**src/rtl/alu_mdu_sequencer.sv**
```systemverilog
// EX-stage ALU decode plus RV32M sequencing: Operation is combinational, M-ops stall for lat+1 cycles.
// Optional divide support is enabled by defining ALU_MDU_DIV_EN; otherwise divides raise illegal.
module alu_mdu_sequencer #(
  parameter int OP_W       = 4,
  parameter int MUL_CYCLES = 2,
  parameter int DIV_CYCLES = 32
) (
  input  logic            clk,
  input  logic            reset,
  input  logic            valid,
  input  logic            is_rtype,
  input  logic            flush,
  input  logic [1:0]      ALUOp,
  input  logic [6:0]      Funct7,
  input  logic [2:0]      Funct3,
  output logic [OP_W-1:0] Operation,
  output logic            md_start,
  output logic [2:0]      md_op,
  output logic            stall,
  output logic            md_done,
  output logic            illegal
);

  localparam int MAX_LAT = (MUL_CYCLES > DIV_CYCLES) ? MUL_CYCLES : DIV_CYCLES;
  localparam int CNT_W   = (MAX_LAT > 1) ? $clog2(MAX_LAT) : 1;
  localparam logic [CNT_W-1:0] MUL_LAST = CNT_W'(MUL_CYCLES - 1);
`ifdef ALU_MDU_DIV_EN
  localparam logic [CNT_W-1:0] DIV_LAST = CNT_W'(DIV_CYCLES - 1);
`endif

  localparam logic [3:0] OP_AND  = 4'b0000;
  localparam logic [3:0] OP_OR   = 4'b0001;
  localparam logic [3:0] OP_ADD  = 4'b0010;
  localparam logic [3:0] OP_XOR  = 4'b0011;
  localparam logic [3:0] OP_SLL  = 4'b0100;
  localparam logic [3:0] OP_SRL  = 4'b0101;
  localparam logic [3:0] OP_SUB  = 4'b0110;
  localparam logic [3:0] OP_SRA  = 4'b0111;
  localparam logic [3:0] OP_SLT  = 4'b1000;
  localparam logic [3:0] OP_SLTU = 4'b1001;
  localparam logic [3:0] OP_BEQ  = 4'b1010;
  localparam logic [3:0] OP_BNE  = 4'b1011;
  localparam logic [3:0] OP_BLT  = 4'b1100;
  localparam logic [3:0] OP_BGE  = 4'b1101;
  localparam logic [3:0] OP_BLTU = 4'b1110;
  localparam logic [3:0] OP_BGEU = 4'b1111;

  typedef enum logic [1:0] {
    S_IDLE = 2'd0,
    S_BUSY = 2'd1,
    S_DONE = 2'd2
  } state_t;

  state_t           state_q, state_d;
  logic [CNT_W-1:0] cnt_q, cnt_d;
  logic [2:0]       md_op_q, md_op_d;

  logic       m_op;
  logic       is_div;
  logic       start_ok;
  logic       div_bad;
  logic [3:0] op_sel;

  // ALU operation decode
  always_comb begin
    op_sel = OP_ADD;
    case (ALUOp)
      2'b01: begin
        case (Funct3)
          3'b000:  op_sel = OP_BEQ;
          3'b001:  op_sel = OP_BNE;
          3'b100:  op_sel = OP_BLT;
          3'b101:  op_sel = OP_BGE;
          3'b110:  op_sel = OP_BLTU;
          3'b111:  op_sel = OP_BGEU;
          default: op_sel = OP_ADD;
        endcase
      end
      2'b10: begin
        // M-extension encodings are not ALU operations; the MDU produces the result
        if (!(is_rtype && Funct7 == 7'b0000001)) begin
          case (Funct3)
            3'b000:  op_sel = (is_rtype && Funct7 == 7'b0100000) ? OP_SUB : OP_ADD;
            3'b001:  op_sel = OP_SLL;
            3'b010:  op_sel = OP_SLT;
            3'b011:  op_sel = OP_SLTU;
            3'b100:  op_sel = OP_XOR;
            3'b101:  op_sel = Funct7[5] ? OP_SRA : OP_SRL;
            3'b110:  op_sel = OP_OR;
            default: op_sel = OP_AND;
          endcase
        end
      end
      default: op_sel = OP_ADD;
    endcase
  end

  assign Operation = OP_W'(op_sel);

  assign m_op   = valid && (ALUOp == 2'b10) && is_rtype && (Funct7 == 7'b0000001);
  assign is_div = Funct3[2];

`ifdef ALU_MDU_DIV_EN
  assign start_ok = m_op;
  assign div_bad  = 1'b0;
`else
  assign start_ok = m_op && !is_div;
  assign div_bad  = m_op && is_div;
`endif

  always_comb begin
    state_d = state_q;
    cnt_d   = cnt_q;
    md_op_d = md_op_q;
    case (state_q)
      S_IDLE: begin
        if (start_ok && !flush) begin
          state_d = S_BUSY;
          md_op_d = Funct3;
`ifdef ALU_MDU_DIV_EN
          cnt_d   = is_div ? DIV_LAST : MUL_LAST;
`else
          cnt_d   = MUL_LAST;
`endif
        end
      end
      S_BUSY: begin
        if (flush) begin
          state_d = S_IDLE;
          cnt_d   = '0;
        end else if (cnt_q == '0) begin
          state_d = S_DONE;
        end else begin
          cnt_d = cnt_q - CNT_W'(1);
        end
      end
      S_DONE:  state_d = S_IDLE;
      default: state_d = S_IDLE;
    endcase
  end

  always_ff @(posedge clk) begin
    if (reset) begin
      state_q <= S_IDLE;
      cnt_q   <= '0;
      md_op_q <= 3'b000;
    end else begin
      state_q <= state_d;
      cnt_q   <= cnt_d;
      md_op_q <= md_op_d;
    end
  end

  // Start/stall must be visible in the issue cycle, so they decode the live inputs
  assign md_start = !reset && (state_q == S_IDLE) && start_ok && !flush;
  assign illegal  = !reset && (state_q == S_IDLE) && div_bad && !flush;
  assign stall    = !reset && (md_start || (state_q == S_BUSY));
  assign md_done  = !reset && (state_q == S_DONE) && !flush;
  assign md_op    = md_op_q;

endmodule
```
**config.mk**
```make
export PLATFORM = sky130hd
export DESIGN_NAME = alu_mdu_sequencer
export DESIGN_NICKNAME = d
export VERILOG_FILES = /design/src/rtl/alu_mdu_sequencer.sv
export SDC_FILE = /design/constraint.sdc
export NUM_CORES = 1
export LEC_CHECK = 0
export BUFFER_PORTS_ARGS = -buffer_cell sky130_fd_sc_hd__clkbuf_2
export CORE_MARGIN = 2
export CORE_UTILIZATION = 45
export CTS_CLUSTER_SIZE = 28
export DETAILED_ROUTE_END_ITERATION = 7
export GPL_TIMING_DRIVEN = 0
export HOLD_SLACK_MARGIN = 0.08
export PLACE_DENSITY = 0.73
export SETUP_SLACK_MARGIN = 0.3
export SLEW_MARGIN = 20
export SYNTH_ARGS = -nofsm -noshare
export SYNTH_HDL_FRONTEND = slang
export SYNTH_SLANG_ARGS = --single-unit
```
**constraint.sdc**
```tcl
create_clock -name clk -period 2.2 [get_ports clk]
set_clock_uncertainty 0.2 [all_clocks]
set_input_delay 0.44 -clock clk [delete_from_list [all_inputs] [get_ports clk]]
set_output_delay 0.44 -clock clk [all_outputs]
set_load 0.005 [all_outputs]
```
======== Yosys cells after proc, flatten, opt, wreduce, memory -nomap -nowiden ========
Index checks and enable logic that the tools add are counted.
storage, ports and cells
  bits in registers ....................... 10
  output and inout bits ................... 11
  word-level logic and storage cells ...... 61
operators by class
  add/sub/neg operators ................... 1
  equality and inequality tests ........... 16
  multiplexer cells ....................... 14
  reductions and logical operators ........ 27
operator list
  kind                                                                count
  4-bit one-hot mux with 7 select lines                               1
  4-bit one-hot mux with 6 select lines                               1
  1-bit logical AND                                                   16
  5-bit two-way mux                                                   3
  3-bit == test, second input constant                                4
  5-bit one-hot mux with 2 select lines                               1
  2-bit two-way mux                                                   4
  4-bit one-hot mux with 2 select lines                               1
  7-bit by 1-bit == test with 1-bit output, second input constant     1
  7-bit by 6-bit == test with 1-bit output, second input constant     1
  3-bit by 2-bit == test with 1-bit output, second input constant     2
  3-bit != test, second input constant                                2
  5-bit zero test                                                     1
  5-bit by 1-bit subtractor with 5-bit output, second input constant  1
  2-bit by 1-bit == test with 1-bit output, second input constant     2
  2-bit == test, second input constant                                2
  4-bit two-way mux                                                   1
  2-bit one-hot mux with 2 select lines                               1
  2-bit AND reduction                                                 2
  3-bit by 1-bit == test with 1-bit output, second input constant     1
  1-bit zero test                                                     3
  3-bit zero test                                                     1
  3-bit two-way mux                                                   1
  3-bit AND reduction                                                 1
  other kinds (4)                                                     4

======== Depth between registers and ports, before layout ========
Gate-level depths: netlist (run 1).
  depth after elaboration ................. 9
  mapped depth ............................ 6
  mapped depth without buffers ............ 6

======== Worst setup path after synthesis (run 1) ========
Ideal clock, no wire load.
  path kind ............................... input to output
  start point ............................. input port Funct7[3]
  end point ............................... output port stall
  data arrival time ....................... 1325 ps
  path slack .............................. 235 ps
  stages .................................. 4
  path buffers ............................ 0
  path through ............................ nor4b_4 -> and3_1 -> nand2_1 -> a21oi_1
between the ends
  longest elaborated chain between the ends .. 7
ends and longest elaborated chain
  element                                   RTL line  RTL
  start: declaration                        14        input logic [6:0] Funct7,
  7-bit by 1-bit == test with 1-bit output  100       assign m_op = valid && (ALUOp == 2'b10) && is_rtype && (Funct7 == 7'b0000001);
  1-bit logical AND                         100
  1-bit logical AND                         107       assign start_ok = m_op && !is_div;
  1-bit logical AND (2 in a row)            155       assign md_start = !reset && (state_q == S_IDLE) && start_ok && !flush;
  1-bit logical OR                          157       assign stall = !reset && (md_start || (state_q == S_BUSY));
  1-bit logical AND                         157
  end: declaration                          19        output logic stall,
Every way passes these cells.

======== Final worst setup path (run 1) ========
  start point ............................. input port Funct7[6]
  end point ............................... output port stall
Same word-level chain as after synthesis.

==> metrics.yaml, run 1 <==
cells_and_area:
  final_cells: 153
  layout_common_cells: "clkbuf_2 (18), a21oi_1 (9), dfxtp_1 (8), inv_1 (6), buf_2 (6)"
  finalNetCount: 158
  drive_gt1_share_pct: 49.3
  final_area_mm2: 0.00121
  final_common_cell: "clkbuf_2"
  antenna_cells: 0
  syn2layout_area_growth_pct: 51.1
logic_synthesis:
  synth-edff-count: 0
  synth_cells: 99
  yosys.cell_types.count: 36
  yosysTopAreaCell: "dfxtp_1"
  syn_area_um2: 798
  synth_nets: 120
  synth.avg_cell_area_um2: 8.06
  async_flop_share_pct: 0
  ys.flop_type: "dfxtp_1"
  synthAdderAreaFrac_pct: 6.27
  yosys-top-cells-area: "dfxtp_1 (25%), a21oi_1 (7.5%), ha_1 (6.3%), nor4b_4 (6.0%), o21ai_0 (3.8%)"
  synth-simple-area-share_pct: 34.3
  muxShareOfSynthArea_pct: 0
  ys_seq_area_share_pct: 25.1
  yosys_warnings: 0
  synth_top_area_share_pct: 25.1
  synth_top_family_by_area: "simple AND/OR/NAND/NOR gates"
  synth-compound-area-share_pct: 29.5
  synth_seq_cells: 10
  yosys.area_share.xor_xnor_pct: 0
setup_path:
  cp_data_arrival_time_ns: 1.49
  crit_fanout: 7
  max_stage_delay_ns: 0.28
  critPathTopFamily: "simple AND/OR/NAND/NOR gates"
  crit_buf_inv: 3
  critPathKind: "in -> out"
  cp_cell_sequence: "buf_8, nor4b_4, buf_6, and3_4, nand2_4, a21oi_2, buf_2"
  start_kind: "primary input"
  required_ns: 1.56
  cp-end-kind: "primary output"
  slowest_stage: "nor4b_4"
clocking:
  clk_pin_slew_ns: 0.07
  cts_tree: "built"
  cts.htree.levels: 1
  cts_root_buffer: "clkbuf_4"
  clock_sinks: 10
  cts_hold_buf: 0
  clockBufferDepth: 2
  numCtsBuffers: 3
  clk_latency_ns: 0.28
place:
  post_dp_cell_area_um2: 973
  dp.cells: 143
  port_buffers: 27
  place_ws_ns: -0.0804
  hpwl_mm: 1.62
  gp_congestion: 0.826
global_route:
  grt_pass1_wl_mm: 3.26
  grt_pass1_vias: 789
  groute.usage.overall_pct: 21.7
  grt_overflow: 0
  antenna_found_initial: 0
  grt_max_degree: 11
pwr:
  p_sw_share_pct: 26.9
  combinationalPowerShare_pct: 19.7
  fin_total_pwr_w: 0.000445
  p_leak_nw: 0.512
  p_int_w: 0.000325
  powerDensity_mw_per_mm2: 369
  ir_drop_uv: 385
  pwr-share-seq_pct: 40.4
  p_switching_w: 0.000120
  clock_power_share_pct: 39.9
sta:
  rsz0062_at_grt: "true"
  period_share_pct: 96.7
  max_freq_mhz: 470
  hold_violations: 0
  fin_ws_ns: 0.0718
  period_minus_slack_ns: 2.13
  worst_pin_slew_ns: 0.590
  setup_violations: 0
  slew_headroom_pct: 60.7
  drv_slew: 0
  setup_tns_ns: 0
die:
  die_height_um: 46.1
  rows: 15
  dieArea_mm2: 0.00213
  die_w_um: 46.1
  core_area_mm2: 0.00169
  initial_utilization_pct: 47.3
  ioPinCount: 28
worst_hold_path:
  min_path_type: "in -> reg"
drt:
  wl_mm: 2.36
  firstDrtPassIters: 4
  drt_iter0_drc: 5
  drc: 0
  viasPerCell: 6.03
  routedWlPerCell_um: 15.4
  vias: 923
  ant_nets: 0
run_status:
  outcome: "finished, final reports clean"
flow_run:
  cap_violations: 0
[metal layers]
layer  vias up  part of all wire, %  global-route usage, %
li1        446                    -                      -
met1       440                   39                   24.2
met2        26                   53                   35.8
met3        11                  2.8                   5.49
met4         0                  4.6                   14.9
met5         -                    0                      0
[cells in the mapped netlist, types with 2 or more instances]
cell,n
a21oi_1,12
dfxtp_1,10
inv_1,8
nand2_1,7
nor2_1,7
o21ai_0,6
nand3_1,5
ha_1,4
a211oi_1,3
and2_1,3
nor3_1,3
a21boi_0,2
a31oi_1,2
and3_1,2
nand4_1,2
nor4b_4,2
o21ba_1,2
[worst reg2reg max path, stage by stage (launching register included)]
cell and delay, ns:
dfxtp_4 0.37, inv_4 0.07, ha_4 0.13, or4b_4 0.49
o21ai_4 0.18, o31ai_4 0.12, a311oi_2 0.24
[timing repair]
action	CTS	global route
resized for setup	8	38
pin swaps	10	13
endpoints found under the setup margin	12	12
cloned	0	0
buffers inserted	3	3
[cell families after synthesis]
kind of cell / Yosys count
AOI/OAI and AO/OA: 35
buffers and inverters: 10
and+or+nand+nor: 40
DFF: 10
adders and majority gates: 4
[power by group through the flow]
stage	Combinational (W)	Sequential, W	Clock, W
after floorplan	0.0000326	0.000185	0
after global routing	0.0000951	0.000180	0.000187
final	0.0000875	0.000180	0.000178
after CTS	0.0000732	0.000181	0.000184
after global placement	0.0000651	0.000185	0
after detailed placement	0.0000675	0.000185	0
[worst paths after layout]
check,start,endpoint,slack (ns),cells past startpoint
max,Funct7[6],stall,0.07,7
min,Funct3[1],md_op[1],0.27,3
max reg2reg,cnt_q[0],cnt_q[4],0.32,6
min reg2reg,md_op[0],md_op[0],0.29,2
[through the flow]
stage	util [%]	hold WS (ns)
floorplan	-	0.270
global placement	57.6	0.272
detailed placement	57.6	0.275
CTS	62.4	0.254
finish	71.4	0.273
global route	71.4	0.281
[layout make-up]
| type | count | area [um2] |
|---|---|---|
| Buffer | 2 | 8.76 |
| Sequential cell | 10 | 205 |
| Inverter | 8 | 32.5 |
| Tap cell | 17 | 21.3 |
| Timing Repair Buffer | 33 | 223 |
| Fill cell | 135 | 483 |
| Clock buffer | 4 | 36.3 |
| Multi-Input combinational cell | 79 | 679 |
[state kept, by name (all words and copies together), names as in the netlist]
name     cells
state_q      2
cnt_q        5
md_op        3
No activity file was read; power rests on OpenSTA's default activity.
==> run 2, diff against run 1 <==
--- a/config.mk
+++ b/config.mk
@@ -7,12 +7,11 @@
 export LEC_CHECK = 0
 export BUFFER_PORTS_ARGS = -buffer_cell sky130_fd_sc_hd__clkbuf_2
 export CORE_MARGIN = 2
-export CORE_UTILIZATION = 45
+export CORE_UTILIZATION = 23
 export CTS_CLUSTER_SIZE = 28
 export DETAILED_ROUTE_END_ITERATION = 7
 export GPL_TIMING_DRIVEN = 0
 export HOLD_SLACK_MARGIN = 0.08
-export PLACE_DENSITY = 0.73
 export SETUP_SLACK_MARGIN = 0.3
 export SLEW_MARGIN = 20
 export SYNTH_ARGS = -nofsm -noshare
==> run 2 against run 1 <==
Final cell count increased by 22%; non-clock buffer count increased by 4; clock-buffer cell count unchanged; sequential cell count unchanged; via count decreased by 1.4%; global-route usage decreased by 10 points; sequential power about the same; combinational power increased by 2.5%; critical path type unchanged; largest power group unchanged.
==> metrics.yaml, run 2 (same netlist as run 1, synthesis figures left out) <==
sta:
  slew_headroom_pct: 59.2
  setup_violations: 0
  hold_violations: 0
  max_freq_mhz: 457
  period_share_pct: 99.4
  whs_ns: 0.281
  drv_slew: 0
  rsz0062_at_grt: "true"
  worst_pin_slew_ns: 0.612
  period_minus_slack_ns: 2.19
setup_path:
  r2r-end: "cnt_q[4]"
  max_stage_delay_ns: 0.39
  start_kind: "primary input"
  critPathKind: "in -> out"
  crit_fanout: 4
  cp_data_arrival_time_ns: 1.55
  reg2reg_slack_ns: 0.33
  r2r_start: "cnt_q[0]"
  cp_cell_sequence: "buf_6, nor4b_4, buf_4, a21oi_4, o22ai_2, a21oi_1, buf_2"
  cp-end-kind: "primary output"
  crit_buf_inv: 3
  worst-r2r-cell-count: 6
  slowest_stage: "nor4b_4"
  critPathTopFamily: "buffers and inverters"
  required_ns: 1.56
die:
  initial_utilization_pct: 23.9
  dieArea_mm2: 0.00396
  ioPinCount: 28
  core_area_mm2: 0.00334
  die_height_um: 62.9
  die_w_um: 62.9
  rows: 21
clocking:
  cts.htree.levels: 1
  clk_latency_ns: 0.27
  numCtsBuffers: 3
  clk_pin_slew_ns: 0.07
  cts_tree: "built"
  cts_root_buffer: "clkbuf_4"
  clock_sinks: 10
  clockBufferDepth: 2
drt:
  routed-wl-met3_um: 81
  drt_iter0_drc: 26
  met1_length_mm: 1.06
  ant_nets: 0
  viasPerCell: 4.89
  wl_mm: 2.38
  dr.max_layer_used: "met4"
  vias: 910
  routedWlPerCell_um: 12.8
  drc: 0
  wl_met2_mm: 1.23
  firstDrtPassIters: 4
worst_hold_path:
  min_path_type: "reg -> reg"
  hold_path_end: "md_op[0]"
  worstHoldStart: "md_op[0]"
  whs_path_depth: 2
cells_and_area:
  fill_cells: 336
  final_common_cell: "clkbuf_2"
  largest_register_ffs: 5
  layout_common_cells: "clkbuf_2 (23), buf_4 (10), a21oi_1 (8), dfxtp_1 (7)"
  finalNetCount: 162
  syn2layout_area_growth_pct: 56.9
  final_cells: 186
  antenna_cells: 0
  drive_gt1_share_pct: 54.3
  top_register: "cnt_q"
global_route:
  grt_max_degree: 11
  grt_overflow: 0
  grt_pass1_vias: 879
  groute.usage.overall_pct: 11.5
  antenna_found_initial: 0
  grt_pass1_wl_mm: 3.77
run_status:
  outcome: "finished, final reports clean"
place:
  dp.cells: 172
  port_buffers: 27
  gp_congestion: 0.752
  hpwl_mm: 1.65
pwr:
  powerDensity_mw_per_mm2: 348
  ir_drop_uv: 273
  fin_total_pwr_w: 0.000436
  p_leak_nw: 0.523
flow_run:
  cap_violations: 0
-- run 2: cell count changes in the layout (fill, tap and decap cells not counted), sizes merged --
cell    change
clkbuf      +4
-- run 2: per-layer routing --
metal  global-route usage [%]  vias up
met5                        0        -
met4                     1.39        0
met3                     3.06        2
met2                     19.3       20
met1                     15.0      434
li1                         -      454
-- run 2: final cells by class --
class                           count  area, um2  share of cell area, %
Buffer                              2       8.76                  0.699
Clock buffer                        4       36.3                   2.90
Inverter                            8       30.0                   2.40
Multi-Input combinational cell     79        683                   54.5
Sequential cell                    10        204                   16.3
Tap cell                           46       57.6                   4.60
Timing Repair Buffer               37        233                   18.6
-- run 2: power breakdown --
group          internal, W  switching [W]
combinational    0.0000441      0.0000455
sequential        0.000181   0.0000000109
clock             0.000101      0.0000652
-- run 2: worst min-delay path, stage by stage (launching register included) --
cell and delay [ns]:
dfxtp_1 0.31, o21ai_0 0.06, a21oi_1 0.06
-- run 2: per-stage QoR --
step	util [%]	TNS, ns	instance area, um2	worst slack [ns]
final	37.5	0	1250	0.0124
after global routing	37.5	-0.0632	1250	-0.0492
after CTS	34.2	0	1140	0.0591
after detailed placement	30.3	-0.171	1010	-0.0832
after global placement	30.3	-0.157	1010	-0.0726
after floorplan	-	0	817	0.265
-- run 2: how the worst max path moves through the flow --
stage                     cells past startpoint      start  slack [ns]      endpoint
after detailed placement                      6  Funct7[1]       -0.08         stall
after global placement                        6  Funct7[6]       -0.07         stall
after CTS                                     7  Funct7[3]        0.06  Operation[0]
after floorplan                               4  Funct7[6]        0.27         stall
after global routing                          7  Funct7[6]       -0.05  Operation[0]
final                                         7  Funct7[6]        0.01  Operation[0]
-- run 2: repair_timing --
action                                  CTS  global route
buffers inserted                          6             4
endpoints found under the setup margin   12            13
hold buffers                              0             0
pin swaps                                 7            17
resized for setup                        14            23
